[config.mk]
export PLATFORM = sky130hd
export DESIGN_NAME = bwm_mac_acc
export DESIGN_NICKNAME = d
export VERILOG_FILES = /design/src/rtl/bwm_pkg.sv /design/src/rtl/bwm_4bit.sv /design/src/rtl/bwm_mac_acc.sv
export SDC_FILE = /design/constraint.sdc
export NUM_CORES = 1
export LEC_CHECK = 0
export CAP_MARGIN = 5
export CORE_UTILIZATION = 55
export CTS_BUF_LIST = sky130_fd_sc_hd__clkbuf_4
export DETAILED_ROUTE_END_ITERATION = 16
export PLACE_DENSITY = 0.82
export RECOVER_POWER = 25
export SLEW_MARGIN = 10
export SYNTH_ARGS = -nofsm -noshare
export SYNTH_HDL_FRONTEND = slang
export SYNTH_HIERARCHICAL = 1
export SYNTH_SLANG_ARGS = --single-unit
export TNS_END_PERCENT = 100
[constraint.sdc]
create_clock -name clk -period 5.4 [get_ports clk]
set_input_delay 1.08 -clock clk [delete_from_list [all_inputs] [get_ports clk]]
set_output_delay 1.08 -clock clk [all_outputs]
set_load 0.01 [all_outputs]
[src/rtl/bwm_pkg.sv]
// Shared types and helpers for the Baugh-Wooley multiply-accumulate slice.
// Latency: n/a (package: parameters, FSM encoding, saturating-add helper).
// Backpressure: n/a.
package bwm_pkg;

  localparam int ACC_W_DEF   = 16;
  localparam int N_TERMS_DEF = 4;

  typedef enum logic [0:0] {
    COLLECT = 1'b0,
    DONE    = 1'b1
  } state_t;

  // Adds an 8-bit signed product to an accumulator that is acc_w bits wide
  // (carried sign-extended in 32 bits). The sum is formed exactly; overflow
  // means it does not fit in acc_w signed bits, which is the same as the top
  // two bits of an (acc_w+1)-bit sum differing. Returns {ovf, result}. Only
  // the low acc_w bits of the result are meaningful: either the clamped value
  // or the plain low bits (two's-complement wrap).
  function automatic logic [32:0] sat_add(input logic signed [31:0] acc,
                                          input logic signed [7:0]  p,
                                          input int                 acc_w,
                                          input logic               sat_en);
    longint     sum;
    longint     maxv;
    longint     minv;
    logic       ovf;
    logic [31:0] res;
    sum  = longint'(acc) + longint'(p);
    maxv = (longint'(1) << (acc_w - 1)) - 1;
    minv = -(longint'(1) << (acc_w - 1));
    ovf  = (sum > maxv) || (sum < minv);
    if (ovf && sat_en) begin
      res = (sum < 0) ? 32'(minv) : 32'(maxv);
    end else begin
      res = 32'(sum);
    end
    return {ovf, res};
  endfunction

endpackage

[src/rtl/bwm_4bit.sv]
// Signed 4x4 Baugh-Wooley multiplier, 8-bit signed product.
// Latency: 0 (purely combinational).
// Backpressure: none; output follows inputs.
// Ports: a, b = signed 4-bit operands; p = signed 8-bit product.
module bwm_4bit (
  input  logic signed [3:0] a,
  input  logic signed [3:0] b,
  output logic signed [7:0] p
);

  always_comb begin
    logic [7:0] s;
    logic       t;
    // Baugh-Wooley correction constant: 2^(2n-1) + 2^n for n = 4.
    s = 8'b1001_0000;
    for (int i = 0; i < 3; i++) begin
      for (int j = 0; j < 3; j++) begin
        t = a[i] & b[j];
        s = s + ({7'b0, t} << (i + j));
      end
    end
    // Partial products involving exactly one sign bit enter inverted.
    for (int i = 0; i < 3; i++) begin
      t = ~(a[i] & b[3]);
      s = s + ({7'b0, t} << (i + 3));
    end
    for (int j = 0; j < 3; j++) begin
      t = ~(a[3] & b[j]);
      s = s + ({7'b0, t} << (j + 3));
    end
    t = a[3] & b[3];
    s = s + ({7'b0, t} << 6);
    p = signed'(s);
  end

endmodule

[src/rtl/bwm_mac_acc.sv]
// Signed 4x4 multiply-accumulate: one ACC_W-bit dot product per N_TERMS pairs.
// Latency: last accept edge -> out_valid at the following edge; 1 pair/cycle.
// Backpressure: in_ready drops once N_TERMS issued and while a result waits.
// Ports: clk, rst (async, active-high); in_valid/in_ready/in_a/in_b operand
//   handshake; acc_clear synchronous frame abort; out_valid/out_ready/out_acc/
//   out_ovf result handshake (out_ovf sticky per frame); busy frame in flight.
module bwm_mac_acc
  import bwm_pkg::*;
#(
  parameter int ACC_W   = ACC_W_DEF,
  parameter int N_TERMS = N_TERMS_DEF,
  parameter bit SAT_EN  = 1'b1
) (
  input  logic                    clk,
  input  logic                    rst,
  input  logic                    in_valid,
  output logic                    in_ready,
  input  logic signed [3:0]       in_a,
  input  logic signed [3:0]       in_b,
  input  logic                    acc_clear,
  output logic                    out_valid,
  input  logic                    out_ready,
  output logic signed [ACC_W-1:0] out_acc,
  output logic                    out_ovf,
  output logic                    busy
);

  localparam logic [7:0] NT = 8'(N_TERMS);

  state_t                  state;
  state_t                  state_nxt;
  logic signed [3:0]       op_a;
  logic signed [3:0]       op_b;
  logic                    op_vld;
  logic signed [7:0]       prod;
  logic signed [ACC_W-1:0] acc;
  logic                    ovf_sticky;
  logic [7:0]              issued;
  logic [7:0]              retired;

  logic                    accept;
  logic                    final_term;
  logic                    handshake;
  logic                    sa_ovf;
  logic [31:0]             sa_res;
  logic signed [ACC_W-1:0] acc_sum;

  bwm_4bit u_mul (
    .a (op_a),
    .b (op_b),
    .p (prod)
  );

  assign accept     = in_valid & in_ready;
  assign final_term = op_vld & (retired == NT - 8'd1);
  assign handshake  = out_valid & out_ready;

  assign {sa_ovf, sa_res} = sat_add(32'(acc), prod, ACC_W, SAT_EN);
  assign acc_sum          = signed'(sa_res[ACC_W-1:0]);

  // Bits above ACC_W in the helper's result carry no information.
  generate
    if (ACC_W < 32) begin : g_hi
      logic unused_sa_hi;
      assign unused_sa_hi = ^sa_res[31:ACC_W];
    end
  endgenerate

  // ---------------------------------------------------------------- FSM
  always_ff @(posedge clk or posedge rst) begin
    if (rst) begin
      state <= COLLECT;
    end else begin
      state <= state_nxt;
    end
  end

  always_comb begin
    state_nxt = state;
    if (acc_clear) begin
      state_nxt = COLLECT;
    end else begin
      unique case (state)
        COLLECT: if (final_term) state_nxt = DONE;
        DONE:    if (handshake)  state_nxt = COLLECT;
        default: state_nxt = COLLECT;
      endcase
    end
  end

  // in_ready deliberately ignores in_valid so the upstream sees no comb loop.
  always_comb begin
    in_ready = (state == COLLECT) && (issued < NT) && !acc_clear;
    busy     = (issued != 8'd0) || (state == DONE);
  end

  // ---------------------------------------------------------- datapath
  always_ff @(posedge clk or posedge rst) begin
    if (rst) begin
      op_a       <= '0;
      op_b       <= '0;
      op_vld     <= 1'b0;
      acc        <= '0;
      ovf_sticky <= 1'b0;
      issued     <= '0;
      retired    <= '0;
      out_valid  <= 1'b0;
      out_acc    <= '0;
      out_ovf    <= 1'b0;
    end else if (acc_clear) begin
      // Abort drops any in-flight term and any result still waiting.
      op_vld     <= 1'b0;
      acc        <= '0;
      ovf_sticky <= 1'b0;
      issued     <= '0;
      retired    <= '0;
      out_valid  <= 1'b0;
    end else begin
      // A new accept at the retire edge keeps op_vld high: full throughput.
      op_vld <= accept;
      if (accept) begin
        op_a   <= in_a;
        op_b   <= in_b;
        issued <= issued + 8'd1;
      end

      // Handshake only happens in DONE, where nothing is accepted or retired.
      if (handshake) begin
        out_valid  <= 1'b0;
        acc        <= '0;
        ovf_sticky <= 1'b0;
        issued     <= '0;
        retired    <= '0;
      end else if (op_vld) begin
        acc        <= acc_sum;
        ovf_sticky <= ovf_sticky | sa_ovf;
        retired    <= retired + 8'd1;
        if (final_term) begin
          out_acc   <= acc_sum;
          out_ovf   <= ovf_sticky | sa_ovf;
          out_valid <= 1'b1;
        end
      end
    end
  end

endmodule

======== Yosys cells after proc, flatten, opt, wreduce, memory -nomap -nowiden ========
Index checks and enable logic that the tools add are counted.
Widths: inputs -> output; s select.
cells by class
  shifts and indexed selects .............. 0
  bitwise logic cells ..................... 29
  muxes and demuxes ....................... 23
  $mul .................................... 0
  reductions and logical operators ........ 12
  divide/modulo/power cells ............... 0
  $add $sub $neg .......................... 19
  $lt $le $gt $ge ......................... 4
  eq/ne operators ......................... 1
operator list
  cell                  number
  $mux 16               5
  $mux 8                6
  $add 8x4->8           4
  $add 8x3->8           3
  $add 8x5->8           3
  $and 1x1->1           19
  $add 16x8->17         1
  $gt 17x16->1 const B  1
  $lt 17x1->1 const B   1
  $lt 17x16->1 const B  1
  $add 8x1->8 const B   2
  $add 8x2->8           2
  $add 8x6->8           2
  $mux 1                11
  $not 1->1             9
  $reduce_bool 3->1     3
  $add 8x1->8 const A   1
  $add 8x7->8           1
  $eq 8x2->1 const B    1
  $lt 8x3->1 const B    1
  $reduce_bool 8->1     1
  $reduce_and 2->1      2
  $reduce_and 4->1      1
  $logic_and 1x1->1     2
  other kinds (4)       5
storage, ports and cells
  bits in writable memories ............... 0
  memories ................................ 0
  ROM bits ................................ 0
  bits in latches ......................... 0
  output and inout bits ................... 20
  register bits after elaboration ......... 61

======== Longest topological paths before layout ========
Gate-level depths: netlist of run 1.
  depth in word-level cells ............... 24
  gate-level depth with buffers ........... 20
  depth with buffers taken out ............ 17

======== Modules after synthesis ========
Netlist of run 1, hierarchy kept.
modules (own cells, without submodules)
  module       area an instance (um^2)  seq. area each (um^2)  instances  cells an instance
  bwm_mac_acc  3442.1                   1526.5                 1          366
  bwm_4bit     382.9                    0.0                    1          44

======== Least setup slack after synthesis of run 1 ========
No wires, ideal clock.
  path kind ............................... flip-flop to flip-flop
  start point ............................. register op_b[1]
  end point ............................... register out_acc[5]
  path buffers ............................ 3
  path slack .............................. 0.474 ns
  stages on the path, launching flop included .. 20
  arrival ................................. 4.799 ns
  cells stage by stage .................... dfrtp_1 and2_1 fa_1 fa_1 ha_1 fa_1 a21o_1 a21oi_2 xor2_1 ha_1 buf_2 a21o_1 a211oi_2 a21boi_2 o31ai_1 and3_1 buf_2 buf_6 o21ai_1 a21oi_1
on the way
  longest elaborated chain between the ends .. 20
ends and longest elaborated chain
  what                                         line                          RTL
  start, declared                              bwm_mac_acc.sv:33             logic signed [3:0] op_b;
  start signal, assigned                       bwm_mac_acc.sv:123            op_b <= in_b;
  $and 1x1->1                                  bwm_4bit.sv:18                t = a[i] & b[j];
  $add 8x2->8                                  bwm_4bit.sv:19                s = s + ({7'b0, t} << (i + j));
  $add 8x3->8                                  bwm_4bit.sv:19
  $add 8x2->8                                  bwm_4bit.sv:19
  $add 8x3->8                                  bwm_4bit.sv:19
  $add 8x4->8                                  bwm_4bit.sv:19
  $add 8x3->8                                  bwm_4bit.sv:19
  $add 8x4->8                                  bwm_4bit.sv:19
  [... 5 more ...]                             -
  $add 8x5->8 *                                bwm_4bit.sv:29                s = s + ({7'b0, t} << (j + 3));
  $add 8x6->8 *                                bwm_4bit.sv:29
  $add 8x7->8 *                                bwm_4bit.sv:32                s = s + ({7'b0, t} << 6);
  named net prod[7]                            bwm_mac_acc.sv:35             logic signed [7:0] prod;
  $add 16x8->17 *                              bwm_pkg.sv:29                 sum = longint'(acc) + longint'(p);
  $lt 17x1->1 (tied with other cells)          bwm_pkg.sv:34                 res = (sum < 0) ? 32'(minv) : 32'(maxv);
  $mux 16 or $logic_or 1x1->1 (tied branches)  bwm_pkg.sv:34, bwm_pkg.sv:32
  $mux 16 *                                    bwm_pkg.sv:33                 if (ovf && sat_en) begin
  end signal, assigned                         bwm_mac_acc.sv:139            out_acc <= acc_sum;
  end, declared                                bwm_mac_acc.sv:23             output logic signed [ACC_W-1:0] out_acc,
Mark *: on every way through the listed nets, which the timed path passes. The rest lies on a longest branch.
A chain may end at the register's enable or synchronous reset.

======== Final worst setup path of run 1 ========
  start point ............................. register op_b[1]
  end point ............................... register acc[14]
on the way
  longest elaborated chain between the ends .. 23
ends and longest elaborated chain
  what                                         line                          RTL
  $and 1x1->1                                  bwm_4bit.sv:18
  $add 8x2->8                                  bwm_4bit.sv:19
  $add 8x3->8                                  bwm_4bit.sv:19
  $add 8x2->8                                  bwm_4bit.sv:19
  $add 8x3->8                                  bwm_4bit.sv:19
  $add 8x4->8                                  bwm_4bit.sv:19
  $add 8x3->8                                  bwm_4bit.sv:19
  $add 8x4->8                                  bwm_4bit.sv:19
  [... 8 more ...]                             -
  named net prod[7]                            bwm_mac_acc.sv:35
  $add 16x8->17 *                              bwm_pkg.sv:29
  $lt 17x1->1 (tied with other cells)          bwm_pkg.sv:34
  $mux 16 or $logic_or 1x1->1 (tied branches)  bwm_pkg.sv:34, bwm_pkg.sv:32
  $mux 16 *                                    bwm_pkg.sv:33
  $mux 16 *                                    bwm_mac_acc.sv:134            end else if (op_vld) begin
  $mux 16 *                                    bwm_mac_acc.sv:128            if (handshake) begin
  $mux 16 *                                    bwm_mac_acc.sv:110            end else if (acc_clear) begin
  end signal, assigned                         bwm_mac_acc.sv:135            acc <= acc_sum;
  end, declared                                bwm_mac_acc.sv:36             logic signed [ACC_W-1:0] acc;
Mark *: on every way through the listed nets, which the timed path passes. The rest lies on a longest branch. The select of a mux whose other input is x is not followed.

==> results of run 1 <==
[routing by layer]
metal,up-vias,track usage [%],routed length [µm]
li1,1499,-,-
met1,1427,31.9,3680
met2,91,43.0,4100
met3,21,3.99,401
met4,0,11.4,204
met5,-,0,0
[worst register-to-register path, delay by kind of cell, from the launching register on]
family | cells | cell delay, ns
AND/OR/NAND/NOR | 1 | 0.19
AO/OA/AOI/OAI | 9 | 1.81
adder cells (fa/ha/maj) | 5 | 2.00
buffers and inverters | 2 | 0.44
XOR/XNOR | 1 | 0.15
flip-flops | 1 | 0.42
[through the flow]
step | cells | total power, mW | area, µm²
after detailed placement | 513 | 1.80 | 4210
after global placement | 513 | 1.78 | 4210
after CTS | 529 | 2.13 | 4340
final | 529 | 2.14 | 4330
after global routing | 529 | 2.30 | 4330
after floorplan | 410 | 1.53 | 3820
[power groups by stage]
stage / clock [mW] / sequential, mW / combinational (mW)
3_3_place_gp: 0 / 0.537 / 1.25
6_report: 0.317 / 0.531 / 1.29
5_1_grt: 0.342 / 0.537 / 1.42
3_5_place_dp: 0 / 0.540 / 1.26
4_1_cts: 0.327 / 0.531 / 1.27
2_1_floorplan: 0 / 0.534 / 0.994
[worst max-delay path by stage]
stage	end	slack [ns]	cells past startpoint
4_1_cts	acc[14]	0.32	18
3_5_place_dp	acc[14]	0.36	18
6_report	acc[14]	0.31	18
5_1_grt	out_acc[8]	0.03	18
3_3_place_gp	out_acc[8]	0.51	18
2_1_floorplan	out_acc[5]	0.47	19
[cells by family after synthesis]
logic type                 share of synthesized area (%)
xor gates and xnor gates                            4.81
AOI/OAI and AO/OA                                   19.1
and+or+nand+nor                                     17.9
adders and majority gates                           12.6
muxes                                               1.34
buffers and inverters                               4.28
DFF                                                 39.9
[layout by cell type, fill, tap and decap left out, drive strengths merged, types with 6 or more instances in the layout]
cell,instances
fa,6
clkdlybuf4s50,31
a21o,6
and2,14
xnor2,9
nand2,52
clkbuf,12
a21oi,47
ha,29
o21ai,35
buf,8
nor2,39
inv,14
dfrtp,61
xor2,12
[flip-flops by register name, summed over array words and instances (netlist names)]
signal / count
out_valid: 1
op_vld: 1
op_b: 4
acc: 16
issued: 8
state: 1
retired: 8
ovf_sticky: 1
op_a: 4
out_acc: 16
out_ovf: 1
[cell type report]
type                    instances  area [µm²]
clock buffers                  11        82.6
clock inverters                 5        51.3
fillers                       568        2430
inverters                      15        56.3
multi-input cells             316        2130
flip-flops and latches         61        1530
well taps                      80         100
repair buffers                 41         384
==> impl_summary.txt, run 1 <==
----------------------------------------------------
[Synth]
  Cells after Synth ... 410
  Portion of synthesized cell area occupied by the leading cell type ... 39.9%
  Net Count, Synth ... 458
  Asr flop ratio synth ... 100%
  Synth cell types ... 54
  Largest cells by area after synthesis ... sky130_fd_sc_hd__dfrtp_1, sky130_fd_sc_hd__ha_1, sky130_fd_sc_hd__a21oi_1
  Most repeated cell in the gate-level netlist after synthesis ... sky130_fd_sc_hd__dfrtp_1
  Register area share after synthesis ... between 30% and 40%
  Number of storage elements in the synthesis netlist ... 61
  Synthesized cell area ... 3820 µm²
  Primary FF master, synth ... sky130_fd_sc_hd__dfrtp_1
  Post-synthesis cell type with the largest combined area ... sky130_fd_sc_hd__dfrtp_1
  Leading post-synthesis cells by instance count ... sky130_fd_sc_hd__dfrtp_1, sky130_fd_sc_hd__nand2_1, sky130_fd_sc_hd__a21oi_1, sky130_fd_sc_hd__nor2_1, sky130_fd_sc_hd__ha_1
  Post-Syn Area per Cell ... 9.33 µm²
  Synth warn ... 6
  Number of synthesized flops with an enable pin ... 0

[Setup path]
  Critical register-to-register path endpoint ... acc[14]
  Largest stage delay, worst path ... between 0.5 and 0.6 ns
  Count of buffering cells on the critical path with inverters included ... 2
  Launch point of the worst path ... op_b[1]
  Worst r2r path cells ... 18
  Critical path fanouts, max ... 9
  Worst path top cell family by delay ... adder cells
  Launching point of the worst reg2reg path ... op_b[1]
  Type of the worst setup path ... reg2reg
  Most numerous cell on the critical path ... sky130_fd_sc_hd__fa_1
  CP Cell Sequence ... and2_1, fa_1, fa_1, ha_1, fa_1, a21o_1, a21oi_2, xor2_1, buf_4, ha_1, a21o_1, a211oi_2, a21boi_2, o31ai_1, a21oi_2, buf_4, o21ai_1, a21oi_1
  Internal reg-to-reg setup slack ... 0.31 ns
  Worst path required time ... 5.72 ns
  Worst Path Arrival ... approximately 5.4 ns
  Sort of element at the start of the critical path ... flip-flop
  CP max stage cell ... sky130_fd_sc_hd__fa_1
  Critical Path End Type ... flip-flop

[Clock tree]
  # hold bufs at CTS ... 0
  Maximum number of buffers from clock root to sink ... 2
  Library cell used as clock root buffer ... sky130_fd_sc_hd__clkbuf_4
  Count of cells resized by post-cts repair ... 0
  Number of buffers added by the clock tree synthesis step ... 9
  CTS tree ... done
  Number of post-CTS setup repair buffers ... 0
  Clk pin slew, worst setup/hold paths ... around 0.1 ns
  Clock insertion delay at the later pin of the skew report ... between 0.4 and 0.5 ns
  Deepest level of the CTS H-tree ... 3
  Clock sinks ... 61

[Hold path]
  Path category of the worst min-delay check ... reg2reg
  Worst min-delay path endpoint ... issued[5]
  Hold Path Origin ... issued[5]
  Number of cells on the worst hold path ... 1

[Floorplan]
  Area enclosed by the die boundary ... 7290 µm²
  Die height ... 85.4 µm
  Initial cell density of the core ... around 57%
  Num rows ... 30
  Die span in x ... approximately 85 µm
  Number of placed I/O pins ... 33
  Total core area ... 6760 µm²

[STA]
  Share of the clock period used by the worst path after layout ... around 94%
  Min Hold Slack ... 0.499 ns
  Total negative setup slack ... 0 ns
  Largest clock skew in the final design ... 0.00854 ns
  Least setup slack across all paths after layout ... between 0.3 and 0.4 ns
  Worst slew margin relative to its limit ... -114%
  Final period demand of the worst path ... 5.09 ns
  Hold violation total from the final report ... 0
  Slew at the pin with the worst max-slew slack ... between 3 and 4 ns
  Max-slew violations ... 62
  Setup repair after global routing missed its margin ... no
  Count of final setup violators ... 0
  Fmax ... 196 MHz

[Routing]
  DRC marker count from the first detailed-route iteration ... 141
  Post-DRT Antenna Nets ... 0
  Routed wire length ... 8.38 mm
  Drt via density ... 5.74
  First-pass iteration count of the detailed router ... 4
  Total number of vias ... 3038
  Post-detailed-route wirelength per cell ... 15.8 µm
  Count of unresolved DRC violations after routing ... 0

[Placement]
  Estimated wirelength of the detail-placed design ... 6.05 mm
  GPL Wtd Cong ... 0.911
  Post-placement setup slack ... about 0.36 ns
  Total of buffers placed on input and output ports ... 32

[Power and ir drop]
  Pint ... 1.15 mW
  Net switching power of the design ... approximately 990 µW
  Leakage Power ... 2.06 nW
  Fraction of power spent switching nets ... 46.2%
  Clk network pwr share ... 14.9%
  P per Cell Area ... ~500 nW/µm²
  Peak ir drop on the vdd network ... 0.187 mV
  Relative contribution of sequential cells to total power ... 24.9%
  Share of total power in combinational logic ... about three fifths

[GRT]
  GRT Resource Usage Total ... 25.3%
  First-pass GRT wire length ... about 14 mm
  Largest net degree at the start of global routing ... 62
  Final global-route overflow total ... 0
  Vias in the first global route ... a little over 3000
  Antenna violations before repair ... 0

[Layout]
  Diode count ... 0
  Share of the core filled with cells ... 64.1%
  Fraction of final layout cells sized beyond drive strength 1 ... 9.80%
  Layout net count ... 492
  Layout-stage area growth over the synthesis result ... 13.2%

[Outcome]
  Violations in the final reports ... max-capacitance violations, max-slew violations
  Result of the run ... finished with violations

[Run]
  Max-capacitance violation count ... 1

----------------------------------------------------
(Power assumes the default switching activity.)
==> run 2: changes to the inputs <==
--- a/config.mk
+++ b/config.mk
@@ -9,7 +9,8 @@
 export CORE_UTILIZATION = 55
 export CTS_BUF_LIST = sky130_fd_sc_hd__clkbuf_4
 export DETAILED_ROUTE_END_ITERATION = 16
-export PLACE_DENSITY = 0.82
+export DONT_BUFFER_PORTS = 1
+export PLACE_DENSITY = 0.76
 export RECOVER_POWER = 25
 export SLEW_MARGIN = 10
 export SYNTH_ARGS = -nofsm -noshare
==> run 2 against run 1 <==
Against the previous run:
- the flow still finishes with violations (max-capacitance violations, max-slew violations)
- die area unchanged
- clock power shrank 13%
- final area is 7.6% lower
- sequential share of layout area grew 2.9 points
- core utilization fell by 4.9 points
- sequential power is 0.8% higher
- via count is 3.1% lower
- first-iteration DRC count grew 8.5%
- largest power group unchanged
==> impl_summary.txt, run 2 (synthesized netlist as in run 1, its figures left out) <==
----------------------------------------------------
[Outcome]
  Result of the run ... finished with violations
  Violations in the final reports ... max-capacitance violations, max-slew violations

[Setup path]
  Critical path fanouts, max ... 9 (unchanged)
  Sort of element at the start of the critical path ... flip-flop
  Most numerous cell on the critical path ... sky130_fd_sc_hd__fa_1
  Critical register-to-register path endpoint ... acc[8]
  Type of the worst setup path ... reg2reg
  Worst Path Arrival ... 5.36 ns (-0.05 ns)
  Critical Path End Type ... flip-flop
  Largest stage delay, worst path ... 0.51 ns (about the same)
  Worst path required time ... 5.68 ns (-0.04 ns)
  CP max stage cell ... sky130_fd_sc_hd__fa_1
  Launching point of the worst reg2reg path ... op_b[1]
  Worst r2r path cells ... 18 (unchanged)
  Internal reg-to-reg setup slack ... 0.32 ns (about the same)
  CP Cell Sequence ... and2_1, fa_1, fa_1, ha_1, fa_1, a21o_1, a21oi_2, xor2_1, buf_4, ha_1, a21o_1, a211oi_2, a21boi_2, o31ai_1, and3_1, buf_4, o21ai_0, a21oi_1

[Power and ir drop]
  Pint ... 1.09 mW (-5.5%)
  Clk network pwr share ... 13.1% (-1.8 points)
  Fraction of power spent switching nets ... 48.1% (+1.9 points)
  Relative contribution of sequential cells to total power ... 25.6% (+0.7 points)
  Leakage Power ... 1.92 nW (-6.5%)
  Final total power ... 2.09 mW (-2.1%)
  P per Cell Area ... 523 nW/µm² (+6.0%)
  Share of total power in combinational logic ... 61.3% (+1.0 points)
  Peak ir drop on the vdd network ... 0.229 mV (+22%)
  Net switching power of the design ... 1.01 mW (+1.8%)

[Routing]
  Detailed route wirelength on metal3 ... 330 µm (-18%)
  DRC marker count from the first detailed-route iteration ... 153 (+8.5%)
  Post-DRT Antenna Nets ... 0 (unchanged)
  Sum of met2 wire segment lengths after detailed routing ... 4.12 mm (+0.34%)
  Total routed wire length on the met1 layer ... 3.67 mm (-0.22%)
  Routed wire length ... 8.31 mm (-0.92%)
  Top layer used by detailed routing ... met4
  Post-detailed-route wirelength per cell ... 16.7 µm (+5.2%)
  Drt via density ... 5.91 (+2.9%)
  Total number of vias ... 2943 (-3.1%)
  First-pass iteration count of the detailed router ... 5 (+1)
  Count of unresolved DRC violations after routing ... 0 (unchanged)

[Hold path]
  Number of cells on the worst hold path ... 1 (unchanged)
  Path category of the worst min-delay check ... reg2reg
  Hold Path Origin ... ovf_sticky
  Worst min-delay path endpoint ... ovf_sticky

[Layout]
  Layout net count ... 461 (-6.3%)
  Layout-stage area growth over the synthesis result ... 4.58%
  Non-Filler Cell Area, Final ... 4000 µm² (-7.6%)
  Fraction of final layout cells sized beyond drive strength 1 ... 10.8% (+0.97 points)
  Most common cell after layout, fill and taps aside ... sky130_fd_sc_hd__dfrtp_1
  Biggest registers after layout ... acc x16, out_acc x16
  Most frequent cells in the layout ... sky130_fd_sc_hd__dfrtp_1, sky130_fd_sc_hd__nand2_1, sky130_fd_sc_hd__a21oi_1
  Number of standard cells in the layout, taps in and fillers out ... 498 (-5.9%)
  Diode count ... 0 (unchanged)

[Clock tree]
  CTS tree ... done
  Library cell used as clock root buffer ... sky130_fd_sc_hd__clkbuf_4
  Number of buffers added by the clock tree synthesis step ... 9 (unchanged)
  Clock sinks ... 61 (unchanged)
  Clk pin slew, worst setup/hold paths ... 0.11 ns (about the same)
  Deepest level of the CTS H-tree ... 3 (unchanged)
  Clock insertion delay at the later pin of the skew report ... 0.42 ns (about the same)
  Maximum number of buffers from clock root to sink ... 2 (unchanged)

[STA]
  Worst slew margin relative to its limit ... -114% (+0.51 points)
  Final period demand of the worst path ... 5.08 ns (-0.00980 ns)
  Count of final setup violators ... 0 (unchanged)
  Slew at the pin with the worst max-slew slack ... 3.21 ns (-0.00764 ns)
  Setup repair after global routing missed its margin ... no
  Hold violation total from the final report ... 0 (unchanged)
  Largest clock skew in the final design ... 0.0177 ns (+0.00919 ns)
  Total negative setup slack ... 0 ns (unchanged)
  Max-slew violations ... 62 (unchanged)
  Share of the clock period used by the worst path after layout ... 94.1% (-0.18 points)
  Fmax ... 197 MHz (+0.19%)
  Min Hold Slack ... 0.497 ns (-0.00202 ns)

[GRT]
  Final global-route overflow total ... 0 (unchanged)
  Antenna violations before repair ... 0 (unchanged)
  GRT Resource Usage Total ... 24.5% (-0.75 points)
  First-pass GRT wire length ... 13.8 mm (-3.3%)
  Vias in the first global route ... 2881 (-5.2%)
  Largest net degree at the start of global routing ... 62 (unchanged)

[Floorplan]
  Num rows ... 30 (unchanged)
  Total core area ... 6760 µm² (unchanged)
  Number of placed I/O pins ... 33 (unchanged)
  Die height ... 85.4 µm (unchanged)
  Initial cell density of the core ... 56.6% (unchanged)
  Die span in x ... 85.4 µm (unchanged)
  Area enclosed by the die boundary ... 7290 µm² (unchanged)

[Placement]
  Total of buffers placed on input and output ports ... 0 (-100%)
  GPL Wtd Cong ... 0.885 (-2.9%)
  Placed standard-cell area ... 3880 µm² (-7.6%)
  Estimated wirelength of the detail-placed design ... 5.99 mm (-0.99%)
  Total instance count after detailed placement ... 481 (-6.2%)

[Run]
  Max-capacitance violation count ... 1 (unchanged)

----------------------------------------------------
run 2: critical path, delay by kind of cell (launching register included):
| family | cells | cell delay, ns |
|---|---|---|
| flip-flops | 1 | 0.43 |
| AND/OR/NAND/NOR | 2 | 0.42 |
| adder cells (fa/ha/maj) | 5 | 2.02 |
| XOR/XNOR | 1 | 0.16 |
| AO/OA/AOI/OAI | 8 | 1.53 |
| buffers and inverters | 2 | 0.39 |
run 2: worst max-delay path by stage:
stage,depth (start not counted),from,to
after global routing,18,op_b[1],acc[8]
after floorplan,19,op_b[1],out_acc[5]
final,18,op_b[1],acc[8]
after CTS,18,op_b[1],out_ovf
after global placement,18,op_b[1],out_ovf
after detailed placement,18,op_b[1],out_ovf
run 2: final cells by class:
| class | instances | area, µm² |
|---|---|---|
| Clock buffer | 10 | 75.1 |
| Fill cell | 610 | 2760 |
| Timing Repair Buffer | 10 | 67.6 |
| Tap cell | 80 | 100 |
| Clock inverter | 6 | 40.0 |
| Multi-Input combinational cell | 316 | 2130 |
| Inverter | 15 | 56.3 |
| Sequential cell | 61 | 1530 |
run 2: metrics by stage:
stage	utilization [%]	setup WS [ns]
after floorplan	-	0.474
after global placement	57.5	0.481
after detailed placement	57.5	0.321
after CTS	59.2	0.311
after global routing	59.2	0.0363
final	59.2	0.318
run 2: repair_timing:
| action | CTS | global route |
|---|---|---|
| buffers inserted | 0 | 1 |
| resized for setup | 0 | 0 |
| hold buffers | 0 | 0 |
| setup endpoints to repair | 0 | 2 |
run 2: power groups by stage:
stage                     combinational [mW]  sequential (mW)  clock [mW]
after CTS                               1.25            0.535       0.285
after floorplan                        0.994            0.534           0
after global placement                  1.23            0.542           0
after detailed placement                1.24            0.544           0
after global routing                    1.41            0.542       0.302
final                                   1.28            0.535       0.275
run 2: metal layers:
layer	GRT usage [%]	up-vias
li1	-	1441
met1	30.4	1405
met2	41.2	80
met3	4.67	17
met4	12.3	0
met5	0	-
==> edit (settings of run 1) <==
The package constant `ACC_W_DEF` goes from 16 to 14.
--- a/src/rtl/bwm_pkg.sv
+++ b/src/rtl/bwm_pkg.sv
@@ -4,5 +4,5 @@
 package bwm_pkg;
 
-  localparam int ACC_W_DEF   = 16;
+  localparam int ACC_W_DEF   = 14;
   localparam int N_TERMS_DEF = 4;
 
Interface: changed (resized out_acc); port bits go from 33 to 31. No check against the original RTL was run, so the function may have changed too.
==> edit against run 1 <==
The run still ends with max-capacitance violations, max-slew violations left. Cell area is 9.9% lower. Total power shrank 5.1%. Clock power fell by 15%. Setup slack better by 0.088 ns. Sequential cell count down 4. Routed wire length down 17%. Die area fell by 9.4%. Via count decreased by 12%. First-iteration DRC count down 36%. Sequential power is 3% lower. Highest routed layer unchanged. Cell count fell by 10%. Area after synthesis is 9.6% lower.
==> edit: results <==
export IMPL_antennaDiodeCount=0
export IMPL_ctsResizeCount=0
export IMPL_top_regs="acc (14), out_acc (14)"
export IMPL_firstDrtPassIters=4
export IMPL_clkLatencyLatePin_ns=0.40
export IMPL_nets=442
export IMPL_slowest_stage="nor3_2"
export IMPL_drive_gt1_share_pct=9.23
export IMPL_seq_area_frac_synth_pct=41.3
export IMPL_worstPathArrival_ns=5.32
export IMPL_avgSynthCellArea_sq_um=9.47
export IMPL_status="finished with violations"
export IMPL_grtUsageTotal_pct=23.7
export IMPL_drv_slew=58
export IMPL_cts_buffers=9
export IMPL_clk_pin_slew_ns=0.10
export IMPL_violations="max-capacitance violations, max-slew violations"
export IMPL_cpPeakStageDelay_ns=0.54
export IMPL_cap_viol_max_count=1
export IMPL_syn_nets=411
export IMPL_ys_flop_type="dfrtp_1"
export IMPL_p_leak_nw=1.87
export IMPL_post_dp_hpwl_mm=5.18
export IMPL_async_flop_share_pct=100
export IMPL_post_place_cells=460
export IMPL_grt_pass1_vias=2674
export IMPL_htree_levels=3
export IMPL_hold_violations=0
export IMPL_gp_congestion=0.833
export IMPL_wl_mm=6.98
export IMPL_cts_buffer_depth=2
export IMPL_grt_antenna_before_repair=0
export IMPL_crit_family="adder cells"
export IMPL_fin_cells=476
export IMPL_synth_top_cells_by_area="dfrtp_1 41%, ha_1 9.8%, nand2_1 6.6%"
export IMPL_synthTopCellsByCount="61 x nand2_1, 57 x dfrtp_1, 34 x a21oi_1, 27 x ha_1, 22 x nor2_1"
export IMPL_ant_nets=0
export IMPL_drt_iter0_markers=90
export IMPL_io_buffers=30
export IMPL_worst_clock_skew_ns=0.0194
export IMPL_hp_class="reg -> reg"
export IMPL_cts_setup_buffers=0
export IMPL_grt_max_degree=58
export IMPL_grt_pass1_wl_mm=11.8
export IMPL_irDropWorstVdd_v=0.000403
export IMPL_place_ws_ns=0.408
export IMPL_cts_root_buf="clkbuf_4"
export IMPL_yosysWarnings=6
export IMPL_yosys_cell_types_count=51
export IMPL_tightestPinTransition_ns=2.93
export IMPL_via_per_inst=5.61
export IMPL_crit_fanout=11
## edit: cell count changes after synthesis, sizes merged, moves of 4 or more
cell / change
buf: -4
dfrtp: -4
nor2: -17
a21oi: -10
o21ai: +5
nand2: +10
## edit: worst min-delay path, stage by stage, from the launching register on
cell and delay (ns):
dfrtp_1 0.36, nand2_1 0.06, o21ai_2 0.05
## edit: final timing paths
path,start,end,slack (ns),cells after the start
setup / recovery,op_b[1],acc[12],0.40,17
hold / removal,out_acc[7],out_acc[7],0.49,2
setup reg to reg,op_b[1],acc[12],0.40,17
hold reg to reg,out_acc[7],out_acc[7],0.49,2
max in group asynchronous,rst,acc[13],1.51,3
min in group asynchronous,rst,acc[7],2.23,3
## edit: cells by family after synthesis
group	share of synthesized area (%)
compound gates	18.3
xor+xnor	4.56
fa+ha+maj	13.9
buf+inv	4.13
flops	41.3
mux	0.905
simple gates	16.9
## edit: final cells by class
cell class	instances	area, sq um
Multi-Input combinational cell	279	1890
Clock buffer	11	82.6
Timing Repair Buffer	34	323
Sequential cell	57	1430
Fill cell	478	2090
Tap cell	75	93.8
Inverter	15	56.3
Clock inverter	5	32.5
## edit: routing by layer
layer	part of all wire, %	vias to the layer above	track usage (%)
met1	43	1257	27.5
met5	0	-	0
li1	-	1329	-
met3	3.3	19	6.18
met2	51	66	41.1
met4	3.1	0	10.2
## edit: power breakdown
| group | total (mW) | leakage, nW | switching (mW) | internal, mW |
|---|---|---|---|---|
| logic | 1.24 | 1.04 | 0.754 | 0.491 |
| registers | 0.515 | 0.770 | 0.0408 | 0.474 |
| clock network | 0.268 | 0.0589 | 0.165 | 0.103 |
| total | 2.03 | 1.87 | 0.960 | 1.07 |
## edit: metrics by stage
stage / hold WS (ns) / instance area [sq um]
after global routing: 0.527 / 3900
after CTS: 0.492 / 3910
after floorplan: 0.444 / 3460
after detailed placement: 0.466 / 3790
final: 0.493 / 3900
after global placement: 0.459 / 3790
